## src/rtl/id_branch_ctrl_pkg.sv

```systemverilog
// Shared MIPS decode constants for the ID-stage branch controller.
package id_branch_ctrl_pkg;
    localparam logic [5:0] OP_BEQ    = 6'b000100;
    localparam logic [5:0] OP_BNE    = 6'b000101;
    localparam logic [5:0] OP_J      = 6'b000010;
    localparam int         CNT_W_DEF = 16;
endpackage

```

## src/rtl/id_branch_ctrl_if.sv

```systemverilog
// Fetch/decode/register-file bundle seen by the ID branch controller.
import id_branch_ctrl_pkg::*;

interface id_branch_ctrl_if #(parameter int CNT_W = CNT_W_DEF);
    logic [31:0]      instr;
    logic [31:0]      pcplus4_addr;
    logic             stall;
    logic [31:0]      rd1_data;
    logic [31:0]      rd2_data;
    logic             PCSrc;
    logic [31:0]      PCBranch;
    logic [31:0]      id_instr;
    logic [31:0]      id_pcplus4;
    logic             id_valid;
    logic [4:0]       rs_addr;
    logic [4:0]       rt_addr;
    logic [CNT_W-1:0] taken_cnt;

    // Fetch / hazard / register-file side
    modport master (
        output instr, pcplus4_addr, stall, rd1_data, rd2_data,
        input  PCSrc, PCBranch, id_instr, id_pcplus4, id_valid,
               rs_addr, rt_addr, taken_cnt
    );

    // Decode-stage controller side
    modport slave (
        input  instr, pcplus4_addr, stall, rd1_data, rd2_data,
        output PCSrc, PCBranch, id_instr, id_pcplus4, id_valid,
               rs_addr, rt_addr, taken_cnt
    );
endinterface

```

## src/rtl/id_branch_ctrl_branch_target.sv

```systemverilog
// Combinational branch/jump resolution: taken decision and redirect target.
import id_branch_ctrl_pkg::*;

module branch_target (
    input  logic [31:0] i_instr,
    input  logic [31:0] i_pcplus4,
    input  logic        i_valid,
    input  logic        i_stall,
    input  logic [31:0] i_rd1,
    input  logic [31:0] i_rd2,
    output logic        o_pcsrc,
    output logic [31:0] o_pcbranch
);
    logic [5:0]  w_op;
    logic [31:0] w_br_tgt;
    logic [31:0] w_j_tgt;
    logic        w_taken;
    logic        w_is_j;

    assign w_op     = i_instr[31:26];
    assign w_br_tgt = i_pcplus4 + {{14{i_instr[15]}}, i_instr[15:0], 2'b00};
    assign w_j_tgt  = {i_pcplus4[31:28], i_instr[25:0], 2'b00};

    // Opcode decode and compare; anything unrecognised never redirects
    always_comb begin
        w_taken = 1'b0;
        w_is_j  = 1'b0;
        case (w_op)
            OP_BEQ:  w_taken = (i_rd1 == i_rd2);
            OP_BNE:  w_taken = (i_rd1 != i_rd2);
            OP_J: begin
                w_taken = 1'b1;
                w_is_j  = 1'b1;
            end
            default: w_taken = 1'b0;
        endcase
    end

    // A bubble or a stalled stage suppresses the redirect; target is 0 when idle
    assign o_pcsrc    = i_valid & ~i_stall & w_taken;
    assign o_pcbranch = o_pcsrc ? (w_is_j ? w_j_tgt : w_br_tgt) : 32'h0;
endmodule

```

## src/rtl/id_branch_ctrl.sv

```systemverilog
// ID-stage branch controller: decode register, redirect, flush and taken counter.
import id_branch_ctrl_pkg::*;

module id_branch_ctrl #(
    parameter int CNT_W = CNT_W_DEF
) (
    input  logic            clk,
    input  logic            rst,
    id_branch_ctrl_if.slave bus
);
    logic [31:0]      r_id_instr;
    logic [31:0]      r_id_pcplus4;
    logic             r_id_valid;
    logic [CNT_W-1:0] r_taken_cnt;
    logic             w_pcsrc;
    logic [31:0]      w_pcbranch;

    branch_target u_branch_target (
        .i_instr    (r_id_instr),
        .i_pcplus4  (r_id_pcplus4),
        .i_valid    (r_id_valid),
        .i_stall    (bus.stall),
        .i_rd1      (bus.rd1_data),
        .i_rd2      (bus.rd2_data),
        .o_pcsrc    (w_pcsrc),
        .o_pcbranch (w_pcbranch)
    );

    // Decode register: hold on stall, bubble after a redirect, else load fetch
    always_ff @(posedge clk or negedge rst) begin
        if (!rst) begin
            r_id_instr   <= 32'h0;
            r_id_pcplus4 <= 32'h0;
            r_id_valid   <= 1'b0;
        end else if (!bus.stall) begin
            if (w_pcsrc) begin
                r_id_instr   <= 32'h0;
                r_id_pcplus4 <= 32'h0;
                r_id_valid   <= 1'b0;
            end else begin
                r_id_instr   <= bus.instr;
                r_id_pcplus4 <= bus.pcplus4_addr;
                r_id_valid   <= 1'b1;
            end
        end
    end

    // Saturating count of redirects; w_pcsrc already excludes stalled cycles
    always_ff @(posedge clk or negedge rst) begin
        if (!rst)
            r_taken_cnt <= '0;
        else if (w_pcsrc && (r_taken_cnt != {CNT_W{1'b1}}))
            r_taken_cnt <= r_taken_cnt + {{(CNT_W-1){1'b0}}, 1'b1};
    end

    assign bus.PCSrc      = w_pcsrc;
    assign bus.PCBranch   = w_pcbranch;
    assign bus.id_instr   = r_id_instr;
    assign bus.id_pcplus4 = r_id_pcplus4;
    assign bus.id_valid   = r_id_valid;
    assign bus.rs_addr    = r_id_instr[25:21];
    assign bus.rt_addr    = r_id_instr[20:16];
    assign bus.taken_cnt  = r_taken_cnt;
endmodule

```

## src/flat_wrapper.sv

```systemverilog
// flat-port wrapper written by rule: the top's interface ports become plain ports
module id_branch_ctrl_flat 
#(
    parameter int CNT_W = CNT_W_DEF
)
  (clk, rst, bus_instr, bus_pcplus4_addr, bus_stall, bus_rd1_data, bus_rd2_data, bus_PCSrc, bus_PCBranch, bus_id_instr, bus_id_pcplus4, bus_id_valid, bus_rs_addr, bus_rt_addr, bus_taken_cnt);
  id_branch_ctrl_if #(.CNT_W(CNT_W)) bus_i ();
  input  logic clk;
  input  logic rst;
  input wire logic [$bits(bus_i.instr)-1:0] bus_instr;
  input wire logic [$bits(bus_i.pcplus4_addr)-1:0] bus_pcplus4_addr;
  input wire logic [$bits(bus_i.stall)-1:0] bus_stall;
  input wire logic [$bits(bus_i.rd1_data)-1:0] bus_rd1_data;
  input wire logic [$bits(bus_i.rd2_data)-1:0] bus_rd2_data;
  output wire logic [$bits(bus_i.PCSrc)-1:0] bus_PCSrc;
  output wire logic [$bits(bus_i.PCBranch)-1:0] bus_PCBranch;
  output wire logic [$bits(bus_i.id_instr)-1:0] bus_id_instr;
  output wire logic [$bits(bus_i.id_pcplus4)-1:0] bus_id_pcplus4;
  output wire logic [$bits(bus_i.id_valid)-1:0] bus_id_valid;
  output wire logic [$bits(bus_i.rs_addr)-1:0] bus_rs_addr;
  output wire logic [$bits(bus_i.rt_addr)-1:0] bus_rt_addr;
  output wire logic [$bits(bus_i.taken_cnt)-1:0] bus_taken_cnt;
  assign bus_i.instr = bus_instr;
  assign bus_i.pcplus4_addr = bus_pcplus4_addr;
  assign bus_i.stall = bus_stall;
  assign bus_i.rd1_data = bus_rd1_data;
  assign bus_i.rd2_data = bus_rd2_data;
  assign bus_PCSrc = bus_i.PCSrc;
  assign bus_PCBranch = bus_i.PCBranch;
  assign bus_id_instr = bus_i.id_instr;
  assign bus_id_pcplus4 = bus_i.id_pcplus4;
  assign bus_id_valid = bus_i.id_valid;
  assign bus_rs_addr = bus_i.rs_addr;
  assign bus_rt_addr = bus_i.rt_addr;
  assign bus_taken_cnt = bus_i.taken_cnt;
  id_branch_ctrl #(.CNT_W(CNT_W)) u_core (.clk(clk), .rst(rst), .bus(bus_i));
endmodule
```

## config.mk

```make
export PLATFORM = sky130hd
export DESIGN_NAME = id_branch_ctrl_flat
export DESIGN_NICKNAME = d
export VERILOG_FILES = /design/src/rtl/id_branch_ctrl_pkg.sv /design/src/rtl/id_branch_ctrl_if.sv /design/src/rtl/id_branch_ctrl_branch_target.sv /design/src/rtl/id_branch_ctrl.sv /design/src/flat_wrapper.sv
export SDC_FILE = /design/constraint.sdc
export NUM_CORES = 1
export LEC_CHECK = 0
export ABC_AREA = 0
export CORE_ASPECT_RATIO = 0.9
export CORE_MARGIN = 2
export CORE_UTILIZATION = 30
export CTS_CLUSTER_SIZE = 24
export DETAILED_ROUTE_END_ITERATION = 16
export PLACE_DENSITY = 0.59
export SLEW_MARGIN = 20
export SYNTH_ARGS = -nofsm -noshare
export SYNTH_HDL_FRONTEND = slang
export SYNTH_SLANG_ARGS = --single-unit
```

## constraint.sdc

```tcl
create_clock -name clk -period 4.25 [get_ports clk]
set_clock_uncertainty 0.05 [all_clocks]
set_input_delay 0.85 -clock clk [delete_from_list [all_inputs] [get_ports clk]]
set_output_delay 0.85 -clock clk [all_outputs]
set_load 0.005 [all_outputs]
```

## After elaboration in Yosys (flattened, before gate mapping)

Cells that the tools add are included.
Widths: inputs -> output; s select.

| word-level totals | value |
|---|---|
| flip-flop bits (word level) | 81 |
| output and inout bits | 124 |
| logic and storage cells | 23 |

| operators by class | value |
|---|---|
| $add $sub $neg | 2 |
| equal/unequal tests | 6 |
| multiplexer cells | 7 |
| bitwise operators | 3 |
| reductions and logical operators | 1 |

Operator list:

| cell | count |
|---|---|
| $mux 32 | 4 |
| $add 32x32->32 | 1 |
| $eq 32x32->1 | 1 |
| $ne 32x32->1 | 1 |
| $add 16x1->16 const B | 1 |
| $ne 16x16->1 const B | 1 |
| $eq 6x3->1 const B | 2 |
| $eq 6x2->1 const B | 1 |
| $pmux 1 s3 | 1 |
| $and 1x1->1 | 2 |
| $mux 1 | 2 |
| $logic_and 1x1->1 | 1 |
| $not 1->1 | 1 |

## Longest topological paths before layout

| logic depth | value |
|---|---|
| depth after elaboration | 4 |
| mapped depth | 11 |

## Modules after synthesis

From an unflattened synthesis, not the netlist that was laid out.

| unflattened totals | value |
|---|---|
| cell total of the unflattened synthesis | 710 |
| area total of the unflattened synthesis | 5888.1 um2 |

Modules (own cells, without submodules):

| module | instances | cells an instance | area an instance (um2) | sequential area each (um2) |
|---|---|---|---|---|
| id_branch_ctrl | 1 | 362 | 3550.9 | 2026.9 |
| branch_target | 1 | 348 | 2337.2 | 0.0 |

## Least setup slack after synthesis

Ideal clock, no wire load.

| path | value |
|---|---|
| kind | reg-to-output |
| start | register u_core.r_id_pcplus4[2], in the netlist u_core.bus.id_pcplus4[2] |
| end | output port bus_PCBranch[28] |
| arrival time | 2.816 ns |
| data required time | 3.350 ns |
| setup slack | 0.534 ns |
| stages on the path, launching flop included | 12 |
| path through | dfrtp_1 > ha_1 > fa_1 > a21o_1 > a221oi_2 > o2bb2ai_2 > a21oi_4 > a2111oi_4 > nor4_1 > a211oi_2 > xnor2_1 > a22o_1 |

| on the way | value |
|---|---|
| longest elaborated chain between the ends | 3 |

RTL lines:

| what | RTL line | source |
|---|---|---|
| start: declaration | id_branch_ctrl.sv:12 | `logic [31:0] r_id_pcplus4;` |
| start signal: assignment | id_branch_ctrl.sv:42 | `r_id_pcplus4 <= bus.pcplus4_addr;` |
| $add 32x32->32 | id_branch_ctrl_branch_target.sv:21 | `assign w_br_tgt = i_pcplus4 + {{14{i_instr[15]}}, i_instr[15:0], 2'b00};` |
| $mux 32 (2 in series) | id_branch_ctrl_branch_target.sv:41 | `assign o_pcbranch = o_pcsrc ? (w_is_j ? w_j_tgt : w_br_tgt) : 32'h0;` |
| end: declaration | flat_wrapper.sv:16 | `output wire logic [$bits(bus_i.PCBranch)-1:0] bus_PCBranch;` |

No other way between the ends.

## Worst setup path after layout

| path | value |
|---|---|
| start | register u_core.r_id_instr[0], in the netlist u_core.bus.id_instr[0] |
| end | output port bus_PCBranch[28] |

| on the way | value |
|---|---|
| longest elaborated chain between the ends | 3 |

RTL lines:

| what | RTL line | source |
|---|---|---|
| start: declaration | id_branch_ctrl.sv:11 | `logic [31:0] r_id_instr;` |
| start signal: assignment | id_branch_ctrl.sv:41 | `r_id_instr <= bus.instr;` |
| $add 32x32->32 | id_branch_ctrl_branch_target.sv:21 |  |
| $mux 32 (2 in series) | id_branch_ctrl_branch_target.sv:41 |  |

No other way between the ends.

==> impl_results.md <==
- Status: complete, but fails checks
- Failing checks: negative setup slack
- Final instance area: 0.009638 mm²
- Drt first pass iters: 5
- Most used cell, CP: buf_6
- Lkg Pwr: 4.852 nW
- Fin nets: 1,171
- Routability Congestion: 0.8451
- CP Launch Type: register
- WP data required: 3.35 ns
- Least-Margin Pin Slew: 0.7983 ns
- Flops & latches, synth: 81
- Critical Path AT: 3.37 ns
- Async S/R FF share, synth: 100.0%
- Core area: 0.01858 mm²
- Synth cell types: 58
- Synth Net Count: 869
- GRT Overall Usage: 19.60%
- # setup viols final: 1
- DP HPWL: 14,470 µm
- Met1 Use GR: 26.09%
- Synthesized area: 0.005737 mm²
- Top cell type's share of synthesized area: 35.33%
- IO buf count: 254
- # placed instances: 1,215
- Combinational family with the most area after synthesis: simple AND/OR/NAND/NOR gates
- Detailed-route DRC error count: 0
- Overall die height: 135.2 µm
- Non-Filler Instances: 1,259
- DR WL/cell: 16.18 µm
- Final critical-path required period: 4.275 ns
- Power Dens Cells: 295.6 mW/mm²
- Dpl cell area: 0.008805 mm²
- DIE AREA: 0.02025 mm²
- Min setup slack post-route: -0.02476 ns
- Crit path cell chain: ha_2, fa_2, a21o_1, a221oi_2, o2bb2ai_2, a21oi_4, a2111oi_4, buf_4, buf_6, buf_6, nor4_4, a211oi_2, xnor2_1, a22o_1, buf_2
- Clock Tree Buf Depth: 2
- CTS tree: done
- Post-synthesis xor/xnor area fraction: 10.38%
- Syn avg cell area: 8.114 µm²
- Synth area leader: dfrtp_1
- Share of cells above drive strength 1: 16.47%
- Vias in the first global route: 5,910
- Core Rows: 47
- Io pins: 255
- Buf+Inv Stages, Crit Path: 4
- Multiplexer share of the synthesized area: 0.5453%
- Area Growth Syn to Fin: 68.00%
- Routed via count: 6,025
- Number of synthesized flops with an enable pin: 0
- Met2 Use GR: 32.24%
- Period utilization: 100.6%
- Register area share after synthesis: 35.33%
- Post-route ant nets: 0
- CTS Buf Count: 9
- Post-Route Setup TNS: -0.02476 ns
- Achievable frequency: 0.2339 GHz
- Final Hold Violating Endpoints: 0
- Die W: 149.8 µm
- Most frequent cell after synthesis: nand2_1
- Clk root buf: clkbuf_16
- GRT busiest layer: met2
- Largest net degree at the start of global routing: 130
- Final wirelength: 20,370 µm
- Initial core utilization: 30.87%
- Vias/cell: 4.786
- Worst Path Max Fanout: 3
- Post-synth top cells: 173 x nand2_1, 81 x dfrtp_1, 77 x o21ai_0
- Top FF cell, synth: dfrtp_1
- Slowest cell on crit path: dfrtp_1
- Final Max Slew Viols: 0
- Worst-path clk slew: 0.07 ns
- Maximum vdd drop: 0.1756 mV
- RSZ-0062 raised after global routing: true
- Met3 usage: 5.253%
- Global route overflow: 0
- Syn. warnings: 0
- Antenna cells: 0
- Critical Path Sink Type: primary output
- Area fraction in compound gates after synthesis: 20.48%
- Synth top area cells: dfrtp_1 35%, nand2_1 11%, xor2_1 7.8%, o21ai_0 6.7%, ha_1 6.5%
- WS Path Type: register to primary output
- Initial antenna violation count: 2
- Slew headroom: 46.78%
- H-tree depth: 3
- HP Class: register to register
- Crit-path max cell delay: 0.38 ns
- Worst skew pair latency: 0.35 ns
- Crit path max-delay family: compound AO/OA/AOI/OAI gates
- Max-Cap Viols: 0
- First-pass GRT wire length: 31,240 µm
- Post-Synth Adder-Cell Area: 6.892%
- Post-synthesis simple-gate area fraction: 22.01%
- Clock sink total: 81
- DRT iter0 DRCs: 240
- Post-Syn Instances: 707
-- kinds of logic (layout without fill, tap and decap cells) --
group,Yosys count,in the layout
adders and majority gates,31,31
buffers and inverters,53,360
xor gates and xnor gates,68,68
muxes,3,3
AOI/OAI and AO/OA,183,183
DFF,81,81
and+or+nand+nor,288,288
-- routing by layer --
| metal | wire (µm) | share of wire [%] |
|---|---|---|
| met1 | 9296 | 46 |
| met2 | 9450 | 46 |
| met3 | 1454 | 7.1 |
| met4 | 154 | 0.76 |
| met5 | 13 | 0.064 |
-- power breakdown --
group	switching [mW]	internal (mW)	leakage [nW]	total, mW
Clock	0.347	0.458	0.147	0.804
Combinational	0.506	0.609	3.70	1.12
Sequential	0.0850	0.845	1.01	0.930
Total	0.938	1.91	4.85	2.85
-- metrics by stage --
step	hold WS [ns]	setup WS [ns]	utilization, %	total power, mW
after CTS	0.4427	-0.1630	50.72	2.865
after global routing	0.4701	-0.1622	51.87	3.033
after detailed placement	0.4308	-0.4610	47.38	1.976
final	0.4394	-0.02476	51.87	2.849
after floorplan	0.4274	0.5341	-	1.453
after global placement	0.4253	-0.4728	47.38	1.972
-- area by class of cell --
| class | count | area, µm² |
|---|---|---|
| sequential | 81 | 2028 |
| fill | 1815 | 8945 |
| tap | 245 | 306.5 |
| multi-input combinational | 573 | 3680 |
| clock inverter | 6 | 66.31 |
| clock buffer | 10 | 229.0 |
| timing repair buffer | 336 | 3296 |
| inverter | 8 | 32.53 |
-- what timing repair did --
item,4_1_cts,5_1_grt
buffers inserted,18,8
pin swaps,26,38
hold buffers,0,0
setup endpoints to repair,33,32
cloned,3,0
resized for setup,102,86
-- worst reg2reg max path: stages, from the launching register on --
cell and delay, ns:
dfrtp_1 0.38, or3_1 0.45, or4b_4 0.65, a21o_4 0.30
buf_6 0.13, buf_8 0.13, buf_6 0.12, buf_4 0.18
nor4_1 0.47, nand4_1 0.17, xnor2_1 0.15
-- cells in the final DEF, fill, tap and decap left out, types with 3 or more instances in the layout --
| cell type | count |
|---|---|
| a211oi_1 | 5 |
| a211oi_2 | 7 |
| a21o_1 | 21 |
| a21oi_1 | 31 |
| a21oi_2 | 4 |
| a221oi_1 | 3 |
| a22o_1 | 5 |
| and3_1 | 6 |
| buf_2 | 16 |
| buf_4 | 67 |
| buf_6 | 11 |
| clkbuf_16 | 9 |
| clkdlybuf4s50_1 | 172 |
| dfrtp_1 | 80 |
| dlygate4sd2_1 | 13 |
| dlymetal6s2s_1 | 47 |
| ha_1 | 26 |
| ha_4 | 3 |
| inv_1 | 7 |
| nand2_1 | 173 |
| nand3_1 | 13 |
| nand4_1 | 6 |
| nor2_1 | 40 |
| nor2b_1 | 3 |
| nor3_1 | 10 |
| nor4_1 | 6 |
| nor4_2 | 4 |
| nor4_4 | 3 |
| o21a_1 | 4 |
| o21ai_0 | 74 |
| o21bai_1 | 3 |
| or2_2 | 4 |
| or3_1 | 4 |
| xnor2_1 | 16 |
| xor2_1 | 51 |
-- path summary, 6_finish.rpt --
kind / from / end / slack (ns) / cells past startpoint
worst max-delay path: u_core.bus.id_instr[0] / bus_PCBranch[28] / -0.02 / 15
worst min-delay path: u_core.bus.taken_cnt[9] / u_core.bus.taken_cnt[9] / 0.44 / 1
worst max register to register: u_core.bus.id_instr[31] / u_core.bus.taken_cnt[15] / 0.96 / 10
worst min register to register: u_core.bus.taken_cnt[9] / u_core.bus.taken_cnt[9] / 0.44 / 1
max in group asynchronous: rst / u_core.bus.id_instr[15] / 3.11 / 1
min in group asynchronous: rst / u_core.bus.taken_cnt[0] / 0.50 / 1
-- sequential cells by signal (all words and copies together) (netlist names) --
signal                 flops
u_core.bus.id_instr       32
u_core.bus.id_pcplus4     32
u_core.bus.id_valid        1
u_core.bus.taken_cnt      16
No activity file was read; power rests on OpenSTA's default activity.
